File: src/rtl/stub_stream_tx.sv
// Stub link transmitter: FIFO-buffered stub words sent after an all-ones start sentinel in fixed-length BX windows.
// Optional STUB_TX_TRUNC_CNT_EN adds a saturating count of truncated windows on trunc_cnt.
module stub_stream_tx #(
    parameter int WIDTH  = 36,
    parameter int DEPTH  = 64,
    parameter int BX_LEN = 108
) (
    input  logic             io_clk,
    input  logic             reset,
    input  logic             start,
    input  logic             wr_en,
    input  logic [WIDTH-1:0] wr_data,
    input  logic             wr_last,
    output logic             full,
    output logic             illegal,
    output logic             overflow,
    output logic [WIDTH-1:0] tx_data,
    output logic             tx_valid,
    output logic [2:0]       bx_out,
    output logic             running
`ifdef STUB_TX_TRUNC_CNT_EN
    ,
    output logic [15:0]      trunc_cnt
`endif
);
    localparam int AW = $clog2(DEPTH);
    localparam int CW = $clog2(BX_LEN);
    localparam logic [WIDTH-1:0] ONES     = '1;
    localparam logic [AW:0]      FULL_CNT = (AW+1)'(DEPTH);
    localparam logic [CW-1:0]    CYC_MAX  = CW'(BX_LEN - 1);

    typedef enum logic [1:0] {IDLE, SYNC, RUN} state_t;

    state_t           state, state_nxt;
    logic [WIDTH:0]   mem [DEPTH];
    logic [AW-1:0]    wr_ptr, rd_ptr;
    logic [AW:0]      count, count_nxt;
    logic [CW-1:0]    cyc, cyc_nxt;
    logic [2:0]       bx_nxt;
    logic             win_done, win_done_nxt;
    logic             win_started, win_started_nxt;
    logic             discard, discard_nxt;
    logic [WIDTH-1:0] tx_data_nxt;
    logic             tx_valid_nxt;
    logic             wr_ok, rd_ok, empty, trunc_evt;
    logic [WIDTH:0]   head;

    assign empty = (count == '0);
    assign head  = mem[rd_ptr];
    assign wr_ok = wr_en && !full && (wr_data != ONES);

    // A window that transmitted stubs but ended before its last one is truncated; the rest of that BX gets discarded.
    always_comb begin
        state_nxt       = state;
        cyc_nxt         = cyc;
        bx_nxt          = bx_out;
        win_done_nxt    = win_done;
        win_started_nxt = win_started;
        discard_nxt     = discard;
        tx_data_nxt     = '0;
        tx_valid_nxt    = 1'b0;
        rd_ok           = 1'b0;
        trunc_evt       = 1'b0;
        case (state)
            IDLE: begin
                if (start) begin
                    state_nxt   = SYNC;
                    tx_data_nxt = ONES;
                end
            end
            SYNC: begin
                state_nxt       = RUN;
                cyc_nxt         = '0;
                bx_nxt          = bx_out + 3'd1;
                win_done_nxt    = 1'b0;
                win_started_nxt = 1'b0;
            end
            RUN: begin
                if (discard) begin
                    if (!empty) begin
                        rd_ok = 1'b1;
                        if (head[WIDTH]) discard_nxt = 1'b0;
                    end
                end else if (!empty && !win_done) begin
                    rd_ok           = 1'b1;
                    tx_data_nxt     = head[WIDTH-1:0];
                    tx_valid_nxt    = 1'b1;
                    win_started_nxt = 1'b1;
                    if (head[WIDTH]) win_done_nxt = 1'b1;
                end
                if (cyc == CYC_MAX) begin
                    cyc_nxt = '0;
                    bx_nxt  = bx_out + 3'd1;
                    if (win_started_nxt && !win_done_nxt) begin
                        discard_nxt = 1'b1;
                        trunc_evt   = 1'b1;
                    end
                    win_done_nxt    = 1'b0;
                    win_started_nxt = 1'b0;
                end else begin
                    cyc_nxt = cyc + CW'(1);
                end
            end
            default: state_nxt = IDLE;
        endcase
    end

    always_comb begin
        count_nxt = count;
        if (wr_ok && !rd_ok) begin
            count_nxt = count + (AW+1)'(1);
        end else if (!wr_ok && rd_ok) begin
            count_nxt = count - (AW+1)'(1);
        end
    end

    always_ff @(posedge io_clk) begin
        if (wr_ok) begin
            mem[wr_ptr] <= {wr_last, wr_data};
        end
    end

    always_ff @(posedge io_clk) begin
        if (reset) begin
            state       <= IDLE;
            wr_ptr      <= '0;
            rd_ptr      <= '0;
            count       <= '0;
            full        <= 1'b0;
            illegal     <= 1'b0;
            overflow    <= 1'b0;
            tx_data     <= '0;
            tx_valid    <= 1'b0;
            bx_out      <= 3'b111;
            running     <= 1'b0;
            cyc         <= '0;
            win_done    <= 1'b0;
            win_started <= 1'b0;
            discard     <= 1'b0;
        end else begin
            state       <= state_nxt;
            count       <= count_nxt;
            full        <= (count_nxt == FULL_CNT);
            illegal     <= wr_en && (wr_data == ONES);
            tx_data     <= tx_data_nxt;
            tx_valid    <= tx_valid_nxt;
            bx_out      <= bx_nxt;
            running     <= (state_nxt == RUN);
            cyc         <= cyc_nxt;
            win_done    <= win_done_nxt;
            win_started <= win_started_nxt;
            discard     <= discard_nxt;
            if (wr_ok) wr_ptr <= wr_ptr + AW'(1);
            if (rd_ok) rd_ptr <= rd_ptr + AW'(1);
            if (wr_en && full) overflow <= 1'b1;
        end
    end

`ifdef STUB_TX_TRUNC_CNT_EN
    always_ff @(posedge io_clk) begin
        if (reset) begin
            trunc_cnt <= '0;
        end else if (trunc_evt && (trunc_cnt != 16'hFFFF)) begin
            trunc_cnt <= trunc_cnt + 16'd1;
        end
    end
`endif

endmodule

File: config.mk
export PLATFORM = sky130hd
export DESIGN_NAME = stub_stream_tx
export DESIGN_NICKNAME = d
export VERILOG_FILES = /design/src/rtl/stub_stream_tx.sv
export SDC_FILE = /design/constraint.sdc
export NUM_CORES = 2
export LEC_CHECK = 0
export ABC_CLOCK_PERIOD_IN_PS = 7300
export BUFFER_PORTS_ARGS = -buffer_cell sky130_fd_sc_hd__buf_4
export CORE_MARGIN = 1
export CORE_UTILIZATION = 45
export DETAILED_ROUTE_END_ITERATION = 16
export SETUP_SLACK_MARGIN = 0.4
export SLEW_MARGIN = 20
export SYNTH_ARGS = -nofsm -noshare
export SYNTH_HDL_FRONTEND = slang
export SYNTH_SLANG_ARGS = --single-unit
File: constraint.sdc
create_clock -name io_clk -period 7.3 [get_ports io_clk]
set_input_delay 1.46 -clock io_clk [delete_from_list [all_inputs] [get_ports io_clk]]
set_output_delay 1.46 -clock io_clk [all_outputs]
set_load 0.01 [all_outputs]
# ---- Word level (Yosys, flattened, before mapping)
# Memory sizes are Yosys's and may differ from the RTL's. A register that Yosys moved wholly into a read port is not among the register bits.
# Index checks and enable logic that the tools add are counted.
dict set report classes {
  mux 36
  bitwise 1
  n_eq_ne 8
  n_reduce_logical 19
  addsub 6
}
# operator count
set ops {}
lappend ops {{two-way mux 36 bit} 3}
lappend ops {{one-hot mux 36 bit (2 select lines)} 1}
lappend ops {{equality test 36 bit, second input constant} 1}
lappend ops {{!= test 36 bit, second input constant} 1}
lappend ops {{two-way mux 7 bit} 3}
lappend ops {{two-way mux 1 bit} 20}
lappend ops {{adder 7 x 1 -> 7 bit, second input constant} 2}
lappend ops {{equality test 7 bit, second input constant} 2}
lappend ops {{one-hot mux 7 bit (2 select lines)} 1}
lappend ops {{adder 6 x 1 -> 6 bit, second input constant} 2}
lappend ops {{two-way mux 6 bit} 2}
lappend ops {{logical AND 1 bit} 8}
lappend ops {{zero test 7 bit} 1}
lappend ops {{subtractor 7 x 1 -> 7 bit, second input constant} 1}
lappend ops {{zero test 1 bit} 6}
lappend ops {{one-hot mux 2 bit (3 select lines)} 1}
lappend ops {{one-hot mux 3 bit (2 select lines)} 1}
lappend ops {{equality test 2 bit, second input constant} 2}
lappend ops {{one-hot mux 1 bit (2 select lines)} 2}
lappend ops {{adder 3 x 1 -> 3 bit, second input constant} 1}
lappend ops {{two-way mux 3 bit} 1}
lappend ops {{OR reduction 3 bit} 1}
lappend ops {{equality test 2 x 1 -> 1 bit, second input constant} 1}
lappend ops {{zero test 2 bit} 1}
lappend ops {{other kinds (5)} 5}
dict set report totals {
  wordCells 86
  regBits 75
  ram_bits 2368
  in_bits 41
  mem_count 1
}
# memory depth word_bits rd rd_clocked_by_memory_dff wr line_no
set memory_table {}
lappend memory_table {mem 64 37 1 1 1 35} ;# logic [WIDTH:0] mem [DEPTH];

# ---- Longest topological paths before layout
dict set report logic_depth {
  word_depth 10
  depth_mapped 11
  depth_no_buf 9
}

# ---- Least setup slack after synthesis
# No wires, ideal clock.
dict set report synth_timing {
  kind {input to register}
  startpoint {in wr_data[28]}
  endpoint {mem mem[59][0] (netlist bit) (enable)}
  stages 7
  setup_slack_ns 2.359
  setup_time_ns 0.431
  n_path_buf 1
  arrival_ns 4.510
  cell_sequence {nand4_1 > nor3_1 > a311oi_2 > clkbuf_1 > nor2b_1 > nand3_1 > nor2_1}
}
dict set report synth_between {
  elab_chain_len 4
}
# item line_no
set synth_lines {}
lappend synth_lines {{from (decl)} 12} ;# input logic [WIDTH-1:0] wr_data,
lappend synth_lines {{!= test 36 bit} 50} ;# assign wr_ok = wr_en && !full && (wr_data != ONES);
lappend synth_lines {{logical AND 1 bit} 50}
lappend synth_lines {{two-way mux 1 bit} 118} ;# if (wr_ok) begin
lappend synth_lines {{two-way mux 1 bit (not written as such)} 119} ;# mem[wr_ptr] <= {wr_last, wr_data};
lappend synth_lines {{to (decl)} 35}
# Every way passes these cells.

# ---- Worst setup path after layout
dict set report layout_timing {
  startpoint {in wr_data[31]}
  endpoint {mem mem[30][6] (netlist bit) (enable)}
}
# Same word-level chain as after synthesis.

==> out/results.tsv <==
stage	metric	value	unit
place	placedInstanceArea	98000	µm²
setup_path	worstPathArrival	5.14	ns
synth	ys.flop_type	edfxtp_1	
cells_and_area	final_nets	4244	
hold_path	min_path_type	register to register	
place	gp_congestion	0.791	
timing	slew_viol_final	0	
synth	synth_area	93200	µm²
timing	clock.fmax	219	MHz
cts	hold_buffers	0	
timing	finalWorstPathRequiredPeriod	4.56	ns
floorplanning	fp.dieW	457	µm
global_route	grt_pass1_wl	331	mm
place	dp_hpwl	136	mm
routing	routed_wl	232	mm
timing	fin_crit_sh	0.625	
cells_and_area	final_common_cell	edfxtp_1	
routing	avgRoutedWirePerCell	32.8	µm
pwr	leakage	31.9	nW
timing	finalHoldViolCount	0	
timing	tns	0	ns
cts	clock-sinks	2449	
cts	post_cts_buffers	0	
floorplanning	coreArea	205000	µm²
global_route	globalRouteTotalUtil	0.224	
cts	cts_resized	0	
timing	tightest_slew	1.08	ns
cts	max-clock-path-buffers	3	
global_route	grt.overflow.total	0	
synth	ys_ff_latch	2449	
floorplanning	fp-row-count	166	
routing	num_vias	42700	
pwr	total_power	29.7	mW
cells_and_area	design_area	106000	µm²
timing	skew	0.0359	ns
setup_path	critPathMaxFanout	66	
cts	clock_latency	0.89	ns
synth	yosys_warnings	0	
timing	rsz0062_at_grt	no	
place	port-buffer-count	84	
cts	clk_pin_slew	0.06	ns
routing	postRouteAntennaNets	0	
pwr	ir_worst_vdd	0.000260	V
cts	root_buffer	clkbuf_16	
routing	vias_per_cell	6.03	
floorplanning	die_area	209000	µm²
cells_and_area	area_delta_synth_final	13.5	%
synth	synth_edf_count	2368	
cells_and_area	stdcell_count	7090	
synth	synthArstFlopShare	0	
cells_and_area	mostFrequentLayoutCells	2368 x edfxtp_1, 722 x mux4_2, 242 x clkbuf_16, 213 x buf_4, 89 x nand2_1	
routing	drt_iter0_markers	4773	
outcome	status	complete, no violations	
timing	relSlewSlack	0.281	
place	post-place-cells	6637	
synth	synthesis.nets	3979	
setup_path	worstSetupStartpointType	input pin	
synth	seq_area_frac_synth	0.780	
global_route	grt_max_degree	107	
cts	cts_tree	done	
setup_path	worst_setup_path_end_kind	register	
setup_path	setup.worst_path.class	input pin to register	
timing	timing.hold.ws	0.485	ns
synth	syn_avg_cell_area	23.7	µm²
synth	postSynthCellCount	3928	
timing	setup_viol	0	
global_route	antenna_found_initial	4	
cts	cts_made_buffers	241	
global_route	grt_pass1_vias	43300	
floorplanning	start_util	0.454	
routing	firstDrtPassIters	7	
synth	ys_types	48	
cts	cts_max_level	4	
run	drv_cap	0	
cells_and_area	layout-drive-gt1-share	0.315	
pwr	power_density	281	nW/µm²
setup_path	worst_ep_required_time	7.88	ns
routing	drc_errors	0	
floorplanning	fp.dieH	457	µm
floorplanning	io_pins	85	
## synth_stat cells, types with 7 or more instances
| cell | n | area, µm² |
|---|---|---|
| a211oi_1 | 22 | 165 |
| a21oi_1 | 45 | 225 |
| buf_1 | 23 | 86.3 |
| buf_2 | 88 | 440 |
| buf_4 | 21 | 158 |
| buf_6 | 8 | 90.1 |
| clkbuf_1 | 67 | 251 |
| dfxtp_1 | 81 | 1620 |
| edfxtp_1 | 2368 | 71100 |
| ha_1 | 10 | 125 |
| inv_1 | 11 | 41.3 |
| mux2i_1 | 60 | 601 |
| mux4_2 | 722 | 16300 |
| nand2_1 | 90 | 338 |
| nand3_1 | 17 | 85.1 |
| nand4_1 | 27 | 169 |
| nor2_1 | 122 | 458 |
| nor2b_1 | 20 | 125 |
| nor3_1 | 7 | 35.0 |
| o21ai_1 | 18 | 90.1 |
| o22ai_1 | 11 | 68.8 |
| or2_1 | 10 | 62.6 |
| or3_1 | 8 | 50.1 |
| xnor2_1 | 9 | 78.8 |
| xor2_1 | 11 | 96.3 |
## area by class of cell
class	count	area (µm²)
diodes	6	15.0
clock buffers	311	6440
clock inverters	135	1360
fillers	15800	99400
inverters	11	43.8
multi-input cells	1261	19900
flip-flops and latches	2449	72700
well taps	2688	3360
repair buffers	229	1930
## per-layer routing
metal | global-route usage | vias up | part of all wire
li1 | - | 17400 | -
met1 | 0.324 | 23400 | 0.42
met2 | 0.355 | 1643 | 0.49
met3 | 0.0362 | 302 | 0.069
met4 | 0.0637 | 0 | 0.026
met5 | 0 | - | 0
## final timing paths
check	start	endpoint	slack, ns	depth (start not counted)
setup reg to reg	register	tx_data[10]	3.33	8
hold reg to reg	win_started	win_started	0.49	2
setup / recovery	wr_data[31]	mem[30][6]	2.74	8
hold / removal	win_started	win_started	0.49	2
## critical path: stages
cell	delay [ns]
buf_4	0.53
nand4_1	0.18
nor4_1	0.88
a311oi_2	0.21
buf_4	0.27
nand3_1	0.81
nor2_4	0.33
buf_4	0.38
## through the flow
| step | worst slack (ns) | utilization |
|---|---|---|
| 5_1_grt | 2.73 | 0.516 |
| 2_1_floorplan | 2.36 | - |
| 3_5_place_dp | 1.93 | 0.477 |
| 6_report | 2.74 | 0.516 |
| 4_1_cts | 2.88 | 0.516 |
| 3_3_place_gp | 1.97 | 0.477 |
## state kept, by name, indices dropped and copies added, names as in the netlist, 2 cells and up, named ones only
name     flops
mem       2368
tx_data     36
count        7
cyc          7
rd_ptr       6
wr_ptr       6
bx_out       3
state        2
## cell families after synthesis
kind of cell,Yosys count,share of synthesized area
AO/OA/AOI/OAI,120,0.00790
XOR/XNOR,20,0.00188
adder cells (fa/ha/maj),10,0.00134
buffers and inverters,218,0.0114
flip-flops,2449,0.780
multiplexers,786,0.181
AND/OR/NAND/NOR,325,0.0160
## report_power, final
group | switching [mW] | internal (mW) | total, mW | leakage, nW
combinational | 1.07 | 0.825 | 1.90 | 6.13
clock | 5.29 | 6.97 | 12.3 | 3.83
sequential | 0.0742 | 15.5 | 15.6 | 22.0
total | 6.43 | 23.3 | 29.7 | 31.9
Note: power is estimated with default switching activity, not from simulation.
